## config.mk

```make
export PLATFORM = sky130hd
export DESIGN_NAME = axis_packet_gen_flat
export DESIGN_NICKNAME = d
export VERILOG_FILES = /design/src/rtl/axis_packet_gen_if.sv /design/src/rtl/axis_packet_gen.sv /design/src/flat_wrapper.sv
export SDC_FILE = /design/constraint.sdc
export NUM_CORES = 1
export LEC_CHECK = 0
export BUFFER_PORTS_ARGS = -buffer_cell sky130_fd_sc_hd__clkbuf_2
export CAP_MARGIN = 25
export CORE_AREA = 8 8 214 216
export CTS_CLUSTER_SIZE = 24
export DETAILED_ROUTE_END_ITERATION = 12
export DIE_AREA = 0 0 222 224
export GPL_TIMING_DRIVEN = 0
export PLACE_DENSITY_LB_ADDON = 0.15
export SLEW_MARGIN = 5
export SYNTH_ARGS = -nofsm -noshare
export SYNTH_HDL_FRONTEND = slang
export SYNTH_SLANG_ARGS = --single-unit
```

## constraint.sdc

```tcl
create_clock -name clk -period 4.5 [get_ports clk]
set_clock_uncertainty 0.15 [all_clocks]
set_input_delay 0.9 -clock clk [delete_from_list [all_inputs] [get_ports clk]]
set_output_delay 0.9 -clock clk [all_outputs]
set_load 0.1 [all_outputs]
```

## src/rtl/axis_packet_gen_if.sv

```systemverilog
// AXI-Stream bundle carrying packet beats from the generator toward the mesh ingress.
// The master modport drives the beat fields; the slave modport returns tready.
interface axis_packet_gen_if #(
    parameter int TDATA_WIDTH = 512,
    parameter int TDEST_WIDTH = 4
);
    logic                   tvalid;
    logic                   tready;
    logic [TDATA_WIDTH-1:0] tdata;
    logic                   tlast;
    logic [TDEST_WIDTH-1:0] tdest;

    modport master (output tvalid, output tdata, output tlast, output tdest, input tready);
    modport slave  (input tvalid, input tdata, input tlast, input tdest, output tready);
endinterface

```

## src/rtl/axis_packet_gen.sv

```systemverilog
// Burst traffic generator: emits num_packets packets of pkt_len beats each, with the
// destination cycling round-robin over the mesh endpoints (optionally skipping itself).
module axis_packet_gen #(
    parameter int TDEST_WIDTH = 4,
    parameter int TDATA_WIDTH = 512,
    parameter int NUM_DESTS   = 4,
    parameter int SRC_ID      = 0,
    parameter bit SKIP_SELF   = 1
) (
    input  logic                     clk,
    input  logic                     rst_n,
    input  logic                     start,
    input  logic [15:0]              num_packets,
    input  logic [7:0]               pkt_len,
    axis_packet_gen_if.master        axis_out,
    output logic                     busy,
    output logic                     done,
    output logic [15:0]              pkts_sent
);

    typedef enum logic [1:0] {IDLE, SEND, DONE} state_t;

    localparam bit DO_SKIP = SKIP_SELF && (NUM_DESTS > 1);
    localparam logic [TDEST_WIDTH-1:0] FIRST_DEST =
        (DO_SKIP && SRC_ID == 0) ? TDEST_WIDTH'(1) : TDEST_WIDTH'(0);

    state_t                 state_reg;
    logic [15:0]            num_pkts_reg;
    logic [7:0]             eff_len_reg;
    logic [7:0]             beat_reg;
    logic [15:0]            seq_reg;
    logic [15:0]            pkts_sent_reg;
    logic                   tvalid_reg;
    logic                   tlast_reg;
    logic [TDATA_WIDTH-1:0] tdata_reg;
    logic [TDEST_WIDTH-1:0] tdest_reg;
    logic                   busy_reg;
    logic                   done_reg;
    logic [7:0]             len_eff;

    assign len_eff = (pkt_len == 8'd0) ? 8'd1 : pkt_len;

    // Round-robin successor; a second hop is enough because only one endpoint is skipped.
    function automatic logic [TDEST_WIDTH-1:0] step_dest(input logic [TDEST_WIDTH-1:0] d);
        logic [TDEST_WIDTH-1:0] n;
        n = (int'(d) >= NUM_DESTS - 1) ? TDEST_WIDTH'(0) : d + TDEST_WIDTH'(1);
        if (DO_SKIP && int'(n) == SRC_ID) begin
            n = (int'(n) >= NUM_DESTS - 1) ? TDEST_WIDTH'(0) : n + TDEST_WIDTH'(1);
        end
        return n;
    endfunction

    function automatic logic [TDATA_WIDTH-1:0] payload(input logic [7:0] beat,
                                                       input logic [15:0] seq);
        logic [TDATA_WIDTH-1:0] p;
        p        = '0;
        p[15:0]  = {8'h00, beat};
        p[31:16] = seq;
        p[47:32] = 16'(SRC_ID);
        p[63:48] = 16'hA5A5;
        return p;
    endfunction

    always_ff @(posedge clk) begin
        if (!rst_n) begin
            state_reg     <= IDLE;
            num_pkts_reg  <= '0;
            eff_len_reg   <= '0;
            beat_reg      <= '0;
            seq_reg       <= '0;
            pkts_sent_reg <= '0;
            tvalid_reg    <= 1'b0;
            tlast_reg     <= 1'b0;
            tdata_reg     <= '0;
            tdest_reg     <= '0;
            busy_reg      <= 1'b0;
            done_reg      <= 1'b0;
        end else begin
            done_reg <= 1'b0;
            case (state_reg)
                IDLE: begin
                    if (start) begin
                        num_pkts_reg  <= num_packets;
                        eff_len_reg   <= len_eff;
                        beat_reg      <= '0;
                        seq_reg       <= '0;
                        pkts_sent_reg <= '0;
                        tdest_reg     <= FIRST_DEST;
                        tdata_reg     <= payload(8'd0, 16'd0);
                        busy_reg      <= 1'b1;
                        if (num_packets == 16'd0) begin
                            state_reg <= DONE;
                            done_reg  <= 1'b1;
                        end else begin
                            state_reg  <= SEND;
                            tvalid_reg <= 1'b1;
                            tlast_reg  <= (len_eff == 8'd1);
                        end
                    end
                end
                SEND: begin
                    // tvalid is held high for the whole of SEND, so tready alone marks a handshake.
                    if (axis_out.tready) begin
                        if (tlast_reg) begin
                            pkts_sent_reg <= pkts_sent_reg + 16'd1;
                            if (seq_reg == num_pkts_reg - 16'd1) begin
                                state_reg  <= DONE;
                                tvalid_reg <= 1'b0;
                                tlast_reg  <= 1'b0;
                                done_reg   <= 1'b1;
                            end else begin
                                seq_reg   <= seq_reg + 16'd1;
                                beat_reg  <= '0;
                                tdest_reg <= step_dest(tdest_reg);
                                tdata_reg <= payload(8'd0, seq_reg + 16'd1);
                                tlast_reg <= (eff_len_reg == 8'd1);
                            end
                        end else begin
                            beat_reg  <= beat_reg + 8'd1;
                            tdata_reg <= payload(beat_reg + 8'd1, seq_reg);
                            tlast_reg <= (beat_reg + 8'd2 == eff_len_reg);
                        end
                    end
                end
                DONE: begin
                    state_reg <= IDLE;
                    busy_reg  <= 1'b0;
                end
                default: state_reg <= IDLE;
            endcase
        end
    end

    assign axis_out.tvalid = tvalid_reg;
    assign axis_out.tlast  = tlast_reg;
    assign axis_out.tdata  = tdata_reg;
    assign axis_out.tdest  = tdest_reg;
    assign busy            = busy_reg;
    assign done            = done_reg;
    assign pkts_sent       = pkts_sent_reg;

endmodule
```

## src/flat_wrapper.sv

```systemverilog
// flat-port wrapper written by rule: the top's interface ports become plain ports
module axis_packet_gen_flat 
#(
    parameter int TDEST_WIDTH = 4,
    parameter int TDATA_WIDTH = 512,
    parameter int NUM_DESTS   = 4,
    parameter int SRC_ID      = 0,
    parameter bit SKIP_SELF   = 1
)
  (clk, rst_n, start, num_packets, pkt_len, busy, done, pkts_sent, axis_out_tvalid, axis_out_tdata, axis_out_tlast, axis_out_tdest, axis_out_tready);
  axis_packet_gen_if #(.TDATA_WIDTH(TDATA_WIDTH), .TDEST_WIDTH(TDEST_WIDTH)) axis_out_i ();
  input  logic clk;
  input  logic rst_n;
  input  logic start;
  input  logic [15:0] num_packets;
  input  logic [7:0] pkt_len;
  output logic busy;
  output logic done;
  output logic [15:0] pkts_sent;
  output wire logic [$bits(axis_out_i.tvalid)-1:0] axis_out_tvalid;
  output wire logic [$bits(axis_out_i.tdata)-1:0] axis_out_tdata;
  output wire logic [$bits(axis_out_i.tlast)-1:0] axis_out_tlast;
  output wire logic [$bits(axis_out_i.tdest)-1:0] axis_out_tdest;
  input wire logic [$bits(axis_out_i.tready)-1:0] axis_out_tready;
  assign axis_out_tvalid = axis_out_i.tvalid;
  assign axis_out_tdata = axis_out_i.tdata;
  assign axis_out_tlast = axis_out_i.tlast;
  assign axis_out_tdest = axis_out_i.tdest;
  assign axis_out_i.tready = axis_out_tready;
  axis_packet_gen #(.TDEST_WIDTH(TDEST_WIDTH), .TDATA_WIDTH(TDATA_WIDTH), .NUM_DESTS(NUM_DESTS), .SRC_ID(SRC_ID), .SKIP_SELF(SKIP_SELF)) u_core (.clk(clk), .rst_n(rst_n), .start(start), .num_packets(num_packets), .pkt_len(pkt_len), .axis_out(axis_out_i), .busy(busy), .done(done), .pkts_sent(pkts_sent));
endmodule
```

==> Yosys cells after proc, flatten, opt, wreduce, memory -nomap -nowiden <==
Index checks and enable logic that the tools add are counted.
{ "op_classes": {"eq_ne": 13, "n_mux": 53, "n_addsub": 7, "reduce_logical": 14, "magnitude_cmp": 2} }
{ "ops": {"columns": ["cell", "n"], "rows": [
  ["512-bit two-way mux", 4],
  ["512-bit case mux with 2 select lines", 1],
  ["16-bit two-way mux", 6],
  ["16-bit case mux with 2 select lines", 2],
  ["8-bit two-way mux", 5],
  ["16-bit by 1-bit adder with 16-bit output (second input constant)", 2],
  ["4-bit two-way mux", 7],
  ["16-bit == test", 1],
  ["8-bit by 1-bit == test with 1-bit output (second input constant)", 2],
  ["16-bit zero test", 1],
  ["1-bit two-way mux", 16],
  ["8-bit case mux with 2 select lines", 1],
  ["4-bit AND reduction", 4],
  ["16-bit by 1-bit subtractor with 16-bit output (second input constant)", 1],
  ["2-bit two-way mux", 5],
  ["4-bit by 1-bit adder with 4-bit output (second input constant)", 2],
  ["8-bit by 1-bit adder with 8-bit output (second input constant)", 1],
  ["8-bit by 2-bit adder with 8-bit output (second input constant)", 1],
  ["8-bit == test", 1],
  ["4-bit by 2-bit >= comparator with 1-bit output (second input constant)", 2],
  ["8-bit zero test", 1],
  ["2-bit inequality test (second input constant)", 4],
  ["1-bit case mux with 2 select lines", 4],
  ["4-bit case mux with 2 select lines", 1],
  ["11 further kinds", 14]
]} }
{ "word_totals": {"ff_bits": 586, "inputBits": 28} }

==> Logic depth before layout (Yosys ltp) <==
Gate-level depths: netlist of the first run.
{ "depth": {"depth_word": 9, "mapped_depth": 13} }

==> Worst setup path before layout of the first run <==
No wires, ideal clock.
{ "synth_path": {"path_type": "register -> register", "from": "register u_core.tlast_reg, in the netlist u_core.axis_out.tlast", "to": "register u_core.pkts_sent_reg[13], in the netlist u_core.pkts_sent[13]", "setup_ns": 0.067, "path_buffers": 1, "path_slack_ns": 1.331, "t_arrival_ns": 2.952, "required_ns": 4.283, "period_less_slack_ns": 3.169, "stages_incl_launch_ff": 9, "path_cell_list": "dfxtp_1 -> clkbuf_1 -> nand3_1 -> a2111oi_0 -> nand2_1 -> nor2_1 -> nand3_1 -> xor2_1 -> nor2_1"} }
{ "synth_between": {"elab_chain_cells": 2} }
{ "synth_rtl": {"columns": ["item", "line_no", "source"], "rows": [
  ["from (decl)", "axis_packet_gen.sv:34", "logic tlast_reg;"],
  ["from (signal assigned)", "axis_packet_gen.sv:97", "tlast_reg <= (len_eff == 8'd1);"],
  ["from (signal assigned)", "axis_packet_gen.sv:116", "tlast_reg <= (eff_len_reg == 8'd1);"],
  ["from (signal assigned)", "axis_packet_gen.sv:121", "tlast_reg <= (beat_reg + 8'd2 == eff_len_reg);"],
  ["2-bit by 1-bit inequality test with 1-bit output (no line)", null, null],
  ["4-bit AND reduction (no line)", null, null],
  ["to (signal assigned)", "axis_packet_gen.sv:105", "pkts_sent_reg <= pkts_sent_reg + 16'd1;"],
  ["to (decl)", "axis_packet_gen.sv:32", "logic [15:0] pkts_sent_reg;"]
]} }
No other way between the ends.
A chain may end at the register's enable or synchronous reset.

==> Worst setup path after layout of the first run <==
{ "layout_path": {"from": "register u_core.num_pkts_reg[0]", "to": "register u_core.tvalid_reg, in the netlist u_core.axis_out.tvalid"} }
{ "layout_between": {"elab_chain_cells": 4} }
{ "layout_rtl": {"columns": ["item", "line_no", "source"], "rows": [
  ["from (decl)", "axis_packet_gen.sv:28", "logic [15:0] num_pkts_reg;"],
  ["from (signal assigned)", "axis_packet_gen.sv:83", "num_pkts_reg <= num_packets;"],
  ["16-bit by 1-bit subtractor with 16-bit output", "axis_packet_gen.sv:106", "if (seq_reg == num_pkts_reg - 16'd1) begin"],
  ["16-bit == test", "axis_packet_gen.sv:106", null],
  ["2-bit by 1-bit inequality test with 1-bit output (no line)", null, null],
  ["6-bit AND reduction (no line)", null, null],
  ["to (signal assigned)", "axis_packet_gen.sv:72", "tvalid_reg <= 1'b0;"],
  ["to (signal assigned)", "axis_packet_gen.sv:96", "tvalid_reg <= 1'b1;"],
  ["to (signal assigned)", "axis_packet_gen.sv:108", "tvalid_reg <= 1'b0;"],
  ["to (decl)", "axis_packet_gen.sv:33", "logic tvalid_reg;"]
]} }
No other way between the ends.

==> summary.txt, run 1 <==
Power and ir drop
  – Pwr Density: approximately 350 mW/mm²
  – Leakage power: 6.49 nW
  – Peak VDD IR: roughly 0.00019 V

Die
  – Row count: 76
  – Die Wd: 222 µm
  – Die H: roughly 220 µm
  – Overall die area: approximately 0.050 mm²
  – Initial core utilization: 20.5%
  – Ports: 564
  – Core ar.: ~0.043 mm²

Clocking
  – Clock sinks: about 90
  – Clock buffer depth: 2
  – Clock slew at reported path FFs: 0.07 ns
  – CTS Hold Buffers Added: 0
  – Total CTS buffers: 9
  – Setup bufs post-CTS: 0
  – Skew-Pair Late Insertion Delay: approximately 0.36 ns
  – TritonCTS clock tree: done
  – Clock tree root driver cell: clkbuf_16
  – CTS H-tree depth: 3
  – Post-CTS sizing: 0

Flow run
  – Max Cap Viol: 0

Placement
  – I/O Buffers: 81
  – Placed Cells: 2,244
  – HPWL Detailed: 24,700 µm
  – GPL Wtd Cong: roughly 0.76

GRT
  – Initial antenna violation count: 0
  – Largest net degree at the start of global routing: 16
  – Vias in the first global route: between 6,000 and 7,000
  – First-pass GRT wire length: about 42,000 µm
  – GR Overflow Total: 0
  – Gr usage total: a little over a tenth

Routing
  – Iteration-0 DRC count of the detailed router: approximately 350
  – Total routed wirelength: roughly 28,000 µm
  – Routed vias/inst: about 3.3
  – ANT nets after route: 0
  – DR vias: 7,469
  – DR pass1 iterations: 5
  – Wire length per cell: between 10 and 15 µm
  – DR DRC count: 0

Timing
  – Fin crit period: about 3.8 ns
  – # setup viols final: 0
  – Fin crit share: approximately 84%
  – Slew headroom: between 30 and 40%
  – RSZ-0062 raised after global routing: no
  – Slew Limit Fails: 0
  – Setup_tns: 0 ns
  – Final Hold Vio Count: 0
  – Fmax: ~260 MHz
  – Least-Margin Pin Slew: approximately 0.94 ns

Setup path
  – Worst EP arrival: 3.95 ns
  – CP cell instances: clkbuf_1, inv_1, ha_1, clkbuf_1, nand2_1, o31ai_1, o2111ai_1, nor4_1, a31oi_1, nor3_1, o221a_2
  – Largest stage delay on the critical path: around 0.85 ns
  – Worst r2r dst: u_core.axis_out.tvalid
  – WP data required: 4.65 ns
  – Critical R2R Launch: u_core.num_pkts_reg[0]
  – Type of the worst setup path: reg2reg
  – Crit-path slowest cell: nor4_1
  – Crit path max fanout: 10
  – Crit end category: register
  – CP Launch Point: u_core.num_pkts_reg[0]
  – Worst R2R Setup Slack: around 0.70 ns
  – Most common cell on crit path: clkbuf_1
  – CP startpoint kind: register
  – Reg2Reg Depth: 11

Yosys
  – YS warnings: 0
  – Syn Area/Cell: around 7.7 µm²
  – Post-Syn Area: 0.00873 mm²
  – Seq cells post-synth: 91
  – Register area share after synthesis: between 20% and 30%
  – Fraction of registers with async set/reset: 0%
  – Top_reg_cell synth: dfxtp_1
  – Post-synth EDFFs: 0
  – Post-Syn Instances: 1,138
  – Synth cell types: 63

Worst hold path
  – Hold path cells: 2
  – Hold Path End: u_core.axis_out.tdata[27]
  – Min-delay src: u_core.axis_out.tdata[27]
  – Hold Path Class: reg2reg

Cells and area
  – Post-Layout Cell Count: roughly 2,300
  – Fill cells: between 4,000 and 5,000
  – Antenna Cells: 0
  – Area growth syn-to-layout: 36.6%
  – Nets@finish: between 1,500 and 2,000
  – Max reg flops: 18
  – Share of cells above drive strength 1: 35.0%

Outcome
  – Status: finished clean
==> cell families (layout without fill, tap and decap cells) <==
kind of cell / after synthesis / after routing / synth area share [%]
flip-flops: 91 / 91 / 20.9
adder cells (fa/ha/maj): 6 / 6 / 0.860
buffers and inverters: 554 / 652 / 45.0
AND/OR/NAND/NOR: 285 / 285 / 15.4
XOR/XNOR: 59 / 59 / 5.92
other: 1 / 480 / 0.0430
AO/OA/AOI/OAI: 120 / 120 / 9.27
multiplexers: 22 / 22 / 2.55
==> critical path, delay by kind of cell, from the launching register on <==
family	cells	cell delay (ns)
buf+inv	3	0.68
fa+ha+maj	1	0.23
compound gates	4	1.12
simple gates	3	1.25
flops	1	0.30
==> metrics by stage <==
stage / setup slack [ns] / util (%) / power, mW / cell area, µm² / hold WS [ns]
2_1_floorplan: 1.33 / - / 3.25 / 10500 / 0.299
3_3_place_gp: 0.802 / 27.3 / 3.36 / 11600 / 0.299
3_5_place_dp: 0.779 / 27.3 / 3.36 / 11600 / 0.310
4_1_cts: 0.762 / 28.0 / 4.17 / 11900 / 0.320
5_1_grt: 0.238 / 28.0 / 4.33 / 11900 / 0.340
6_report: 0.704 / 28.0 / 4.18 / 11900 / 0.312
==> placed cells by master, fill, tap and decap left out, types with 6 or more instances in the layout <==
cell type and count:
inv_1 22, conb_1 480, nand4_1 17, dfxtp_1 91, mux2i_1 20, o21ai_0 17, a21oi_1 39, nor2_1 53
ha_1 6, xor2_1 20, nand3_1 28, xnor2_1 39, clkbuf_16 9, nand2_1 119, nor3_1 13, buf_4 491
and2_1 6, nor4_1 14, and3_1 7, clkbuf_1 37, clkbuf_2 81, o2111ai_1 7
==> area by class of cell <==
class	instances	area [µm²]	area share [%]
Buffer	530	3840	32.2
Clock buffer	10	239	2.00
Clock inverter	6	62.6	0.525
Inverter	24	90.1	0.756
Multi-Input combinational cell	972	4770	40.0
Sequential cell	91	1820	15.3
Tap cell	546	683	5.73
Timing Repair Buffer	82	409	3.43
==> cells in the mapped netlist, drive strengths merged (5+ instances only) <==
cell     count  share of area [%]
xnor2       39                3.9
inv         22               0.95
ha           6               0.86
and3         7               0.50
nor2        53                2.3
nand4       17                1.2
dfxtp       91                 21
or3          5               0.36
xor2        20                2.0
nand3       28                1.6
and2         6               0.43
buf        494                 42
nor2b        5               0.36
o21ai       23                1.4
nand2      119                5.1
nor3        13               0.75
nor4        16                1.3
mux2i       20                2.3
o22ai        5               0.36
o2111ai      7               0.70
clkbuf      36                1.5
a21oi       39                2.2
==> report_power, final <==
part	switching (mW)	total (mW)	internal [mW]
Combinational	2.11	2.52	0.405
Clock	0.352	0.798	0.446
Sequential	0.0322	0.862	0.829
Total	2.50	4.18	1.68
==> worst max path at each step <==
stage / end / cells after the start
global route: u_core.beat_reg[3] / 13
finish: u_core.axis_out.tvalid / 11
detailed placement: u_core.beat_reg[3] / 13
global placement: u_core.beat_reg[3] / 13
floorplan: u_core.pkts_sent[13] / 8
CTS: u_core.beat_reg[3] / 13
==> routing by layer <==
metal | routed length (µm) | vias to the layer above | track usage (%) | part of all wire (%)
li1 | - | 3932 | - | -
met1 | 10500 | 3218 | 11.0 | 38
met2 | 14900 | 302 | 19.9 | 53
met3 | 2250 | 17 | 3.96 | 8.0
met4 | 283 | 0 | 2.16 | 1.0
met5 | 0 | - | 0 | 0
Power figures use the tool's default switching activity.
==> run 2, diff against run 1 <==
==> constraint.sdc (replaced) <==
create_clock -name clk -period 3.3 [get_ports clk]
set_clock_uncertainty 0.15 [all_clocks]
set_input_delay 0.66 -clock clk [delete_from_list [all_inputs] [get_ports clk]]
set_output_delay 0.66 -clock clk [all_outputs]
set_load 0.1 [all_outputs]
==> summary.txt, run 2 (synthesis results as in run 1) <==
GRT
  – Vias in the first global route: ~7,000
  – First-pass GRT wire length: approximately 42,000 µm
  – Gr usage total: between 10% and 20%
  – Largest net degree at the start of global routing: 16
  – GR Overflow Total: 0
  – Initial antenna violation count: 0

Setup path
  – Worst EP arrival: about 3.3 ns
  – WP data required: between 3 and 4 ns
  – Crit path max fanout: 10
  – CP Launch Point: u_core.num_pkts_reg[8]
  – Crit-path slowest cell: or4_1
  – Largest stage delay on the critical path: ~0.55 ns
  – Worst path top cell family by delay: simple AND/OR/NAND/NOR gates
  – Type of the worst setup path: reg2reg
  – Critical R2R Launch: u_core.num_pkts_reg[8]
  – Crit path buf inv count: 2
  – Crit end category: register
  – CP startpoint kind: register
  – CP cell instances: or4_1, or3_1, a211o_1, a221oi_4, buf_4, and3_1, o31a_1, buf_8, mux2i_1

Power and ir drop
  – Pwr Density: roughly 480 mW/mm²
  – Leakage power: 6.52 nW
  – Peak VDD IR: roughly 0.00025 V

Timing
  – Final Hold Vio Count: 0
  – # setup viols final: 0
  – Slew Limit Fails: 0
  – Fin crit period: approximately 3.1 ns
  – Setup_tns: 0 ns
  – Post-route setup slack: 0.155 ns
  – Fmax: between 300 and 400 MHz
  – Fin crit share: between 90 and 100%
  – Slew headroom: slightly above 40%
  – Least-Margin Pin Slew: 0.882 ns

Cells and area
  – Antenna Cells: 0
  – Max reg flops: 18
  – Nets@finish: about 1,700
  – Share of cells above drive strength 1: ~36%
  – Post-Layout Cell Count: 2,263
  – Commonest non-fill, non-tap cell in the layout: buf_4
  – Area growth syn-to-layout: 37.4%
  – Final Util: between 20% and 30%
  – Most frequent cells in the layout: 493 x buf_4, 480 x conb_1, 119 x nand2_1, 91 x dfxtp_1, 82 x clkbuf_2

Routing
  – Wire length per cell: between 10 and 15 µm
  – Total routed wirelength: 28,000 µm
  – ANT nets after route: 0
  – DR DRC count: 0
  – Routed vias/inst: between 3 and 4
  – DR pass1 iterations: 4
  – Iteration-0 DRC count of the detailed router: 317
  – DR vias: 7,445

Clocking
  – CTS H-tree depth: 3
  – Clock buffer depth: 2
  – Total CTS buffers: 9
  – Clock sinks: 91
  – CTS Hold Buffers Added: 0
  – Skew-Pair Late Insertion Delay: around 0.36 ns
  – TritonCTS clock tree: done
  – Clock tree root driver cell: clkbuf_16
  – Clock slew at reported path FFs: 0.07 ns

Worst hold path
  – Min-delay src: u_core.axis_out.tdata[27]
  – Hold Path Class: reg2reg

Outcome
  – Status: finished clean

Die
  – Die H: between 200 and 250 µm
  – Ports: ~560
  – Initial core utilization: roughly a fifth
  – Core ar.: 0.0425 mm²
  – Row count: 76
  – Overall die area: 0.0497 mm²
  – Die Wd: between 200 and 250 µm

Placement
  – GPL Wtd Cong: approximately 0.76
  – Setup WS pre-CTS: -0.421 ns
  – HPWL Detailed: between 20,000 and 25,000 µm
  – I/O Buffers: 81
  – Placed Cells: 2,244

Flow run
  – Max Cap Viol: 0
run 2: worst register-to-register path: stages, from the launching register on:
cell and delay [ns]:
dfxtp_1 0.38, or4_1 0.55, or3_1 0.36, a211o_1 0.33, a221oi_4 0.33, buf_4 0.20
and3_1 0.17, o31a_1 0.20, buf_8 0.20, mux2i_1 0.20
run 2: path summary, 6_finish.rpt:
check                         endpoint  slack, ns  cells past startpoint
max                 u_core.beat_reg[0]       0.15                      9
min          u_core.axis_out.tdata[27]       0.31                      2
max reg2reg         u_core.beat_reg[0]       0.15                      9
min reg2reg  u_core.axis_out.tdata[27]       0.31                      2
run 2: metal layers:
metal	wire [µm]	GRT usage, %	vias to the layer above
li1	-	-	3933
met1	10800	11.0	3219
met2	14900	19.9	278
met3	2070	3.96	15
met4	227	2.16	0
met5	0	0	-
run 2: power breakdown:
group / switching (mW) / internal (mW) / total [mW]
combinational: 2.89 / 0.568 / 3.46
clock: 0.473 / 0.609 / 1.08
sequential: 0.0453 / 1.13 / 1.18
run 2: what timing repair did:
action	CTS	global route
endpoints found under the setup margin	49	47
buffers inserted	0	3
pin swaps	0	2
gates resized for setup	3	13
run 2: final cells by class:
class,instances,area (µm²)
multi-input cells,972,4810
well taps,546,683
clock inverters,6,62.6
repair buffers,85,432
flip-flops and latches,91,1820
plain buffers,529,3860
fillers,4735,30500
inverters,24,90.1
clock buffers,10,239
run 2: through the flow:
step | total power, mW | hold WS (ns) | instance area [µm²]
floorplan | 4.43 | 0.299 | 10500
global placement | 4.58 | 0.299 | 11600
detailed placement | 4.58 | 0.310 | 11600
CTS | 5.69 | 0.320 | 11900
global route | 5.93 | 0.340 | 12000
finish | 5.71 | 0.312 | 12000
==> run 3, diff against run 2 <==
--- a/config.mk
+++ b/config.mk
@@ -7,10 +7,10 @@
 export LEC_CHECK = 0
 export BUFFER_PORTS_ARGS = -buffer_cell sky130_fd_sc_hd__clkbuf_2
 export CAP_MARGIN = 25
-export CORE_AREA = 8 8 214 216
+export CORE_AREA = 8 8 216 218
 export CTS_CLUSTER_SIZE = 24
 export DETAILED_ROUTE_END_ITERATION = 12
-export DIE_AREA = 0 0 222 224
+export DIE_AREA = 0 0 224 226
 export GPL_TIMING_DRIVEN = 0
 export PLACE_DENSITY_LB_ADDON = 0.15
 export SLEW_MARGIN = 5
==> constraint.sdc (replaced) <==
create_clock -name clk -period 3.85 [get_ports clk]
set_clock_uncertainty 0.15 [all_clocks]
set_input_delay 0.77 -clock clk [delete_from_list [all_inputs] [get_ports clk]]
set_output_delay 0.77 -clock clk [all_outputs]
set_load 0.1 [all_outputs]
==> summary.txt, run 3 (synthesis results as in run 1) <==
Placement
  – HPWL Detailed: between 20,000 and 25,000 µm
  – I/O Buffers: between 80 and 90
  – Placed Cells: 2,290
  – GPL Wtd Cong: around 0.77

Routing
  – Routed vias/inst: between 3 and 4
  – Met3 routed WL: around 2500 µm
  – DR top layer: met5
  – DR pass1 iterations: 4
  – Iteration-0 DRC count of the detailed router: roughly 250
  – ANT nets after route: 0
  – Wire length per cell: around 12 µm
  – Metal2 WL: ~15,000 µm
  – Total routed wirelength: around 28,000 µm
  – DR vias: approximately 7,400
  – Routed met1 length: slightly above 10,000 µm
  – DR DRC count: 0

Die
  – Die Wd: 224 µm
  – Die H: between 200 and 250 µm
  – Core ar.: around 0.043 mm²
  – Row count: between 70 and 80
  – Initial core utilization: 20.1%
  – Ports: approximately 560
  – Overall die area: about 0.051 mm²

Cells and area
  – Area growth syn-to-layout: 37.7%
  – Commonest non-fill, non-tap cell in the layout: buf_4
  – Nets@finish: 1,744
  – Share of cells above drive strength 1: around a third
  – Most frequent cells in the layout: 491 x buf_4, 480 x conb_1, 119 x nand2_1, 91 x dfxtp_1, 81 x clkbuf_2
  – Post-Layout Cell Count: around 2,300
  – Register area: around 0.0018 mm²
  – Fill cells: 4,808
  – Max reg flops: 18
  – Antenna Cells: 0
  – Area taken by multi-input logic gates: 0.00478 mm²

Power and ir drop
  – Pwr Density: approximately 410 mW/mm²
  – Peak VDD IR: a little under 0.0002 V
  – Leakage power: around 6.5 nW
  – Tot Pwr: between 4 and 5 mW

Clocking
  – CTS Hold Buffers Added: 0
  – TritonCTS clock tree: done
  – Post-CTS sizing: 0
  – CTS H-tree depth: 3
  – Skew-Pair Late Insertion Delay: approximately 0.35 ns
  – Clock buffer depth: 2
  – Clock slew at reported path FFs: about 0.070 ns
  – Clock tree root driver cell: clkbuf_16
  – Setup bufs post-CTS: 0
  – Total CTS buffers: 9
  – Clock sinks: just over 90

Timing
  – Least-Margin Pin Slew: just under 0.9 ns
  – Setup_tns: 0 ns
  – Fmax: ~280 MHz
  – Slew Limit Fails: 0
  – Final Hold Vio Count: 0
  – RSZ-0062 raised after global routing: no
  – Slew headroom: 41.1%
  – Fin crit share: 91.5%
  – # setup viols final: 0
  – Hold Slack: slightly above 0.3 ns
  – Fin crit period: between 3 and 4 ns

Setup path
  – WP data required: a little under 4 ns
  – Type of the worst setup path: reg2reg
  – CP startpoint kind: register
  – Crit-path slowest cell: nor4_2
  – Crit end category: register
  – CP cell instances: clkbuf_1, inv_1, ha_1, clkbuf_1, nand2_1, o31ai_1, o2111ai_1, nor4_2, and4_1, buf_4, o21ai_2, buf_6, o22ai_1
  – Largest stage delay on the critical path: 0.58 ns
  – Worst EP arrival: 3.64 ns
  – Crit path max fanout: 10
  – Most common cell on crit path: clkbuf_1

Outcome
  – Status: finished clean

GRT
  – Largest net degree at the start of global routing: 16
  – Vias in the first global route: 7,026
  – First-pass GRT wire length: about 41,000 µm
  – GR Overflow Total: 0
  – Gr usage total: between 10% and 20%
  – Initial antenna violation count: 2

Flow run
  – Max Cap Viol: 0

Worst hold path
  – Hold Path Class: reg2reg
## run 3: changes by cell type in the layout (fill, tap and decap cells not counted), sizes merged
cell      delta
buf          -3
bufinv       +2
clkinv       -4
clkinvlp     +2
## run 3: final cells by class
cell class                 instances  share of cell area (%)
clock inverter                     6                   0.947
inverter                          24                   0.749
multi-input combinational        972                    39.8
buffer                           530                    32.0
sequential                        91                    15.2
timing repair buffer              82                    3.40
clock buffer                       9                    1.87
tap                              592                    6.16
## run 3: final timing paths
path                                  start                        end  slack [ns]  cells after the start
hold reg to reg   u_core.axis_out.tdata[21]  u_core.axis_out.tdata[21]        0.31                      2
setup reg to reg     u_core.num_pkts_reg[0]          u_core.seq_reg[3]        0.33                     13
hold / removal    u_core.axis_out.tdata[21]  u_core.axis_out.tdata[21]        0.31                      2
setup / recovery     u_core.num_pkts_reg[0]          u_core.seq_reg[3]        0.33                     13
## run 3: power by group
part | internal, mW | switching (mW) | total [mW]
Combinational | 0.473 | 2.47 | 2.95
Clock | 0.634 | 0.397 | 1.03
Sequential | 0.970 | 0.0372 | 1.01
Total | 2.08 | 2.91 | 4.98
## run 3: stage by stage
step	cell area, µm²	worst slack (ns)	util [%]
2_1_floorplan	10500	0.681	-
3_3_place_gp	11700	0.157	26.9
3_5_place_dp	11700	0.0982	26.9
4_1_cts	12000	0.0844	27.6
5_1_grt	12000	0.0450	27.7
6_report	12000	0.327	27.7
## run 3: routing by layer
metal | global-route usage (%) | vias up
li1 | - | 3933
met1 | 10.4 | 3181
met2 | 19.6 | 294
met3 | 3.97 | 27
met4 | 2.53 | 4
met5 | 0 | -
## run 3: worst max-delay path: cells and delay by family (launching register included)
family          cells  cell delay, ns
buf+inv             5            1.09
simple gates        3            0.95
compound gates      4            0.72
flops               1            0.30
fa+ha+maj           1            0.24
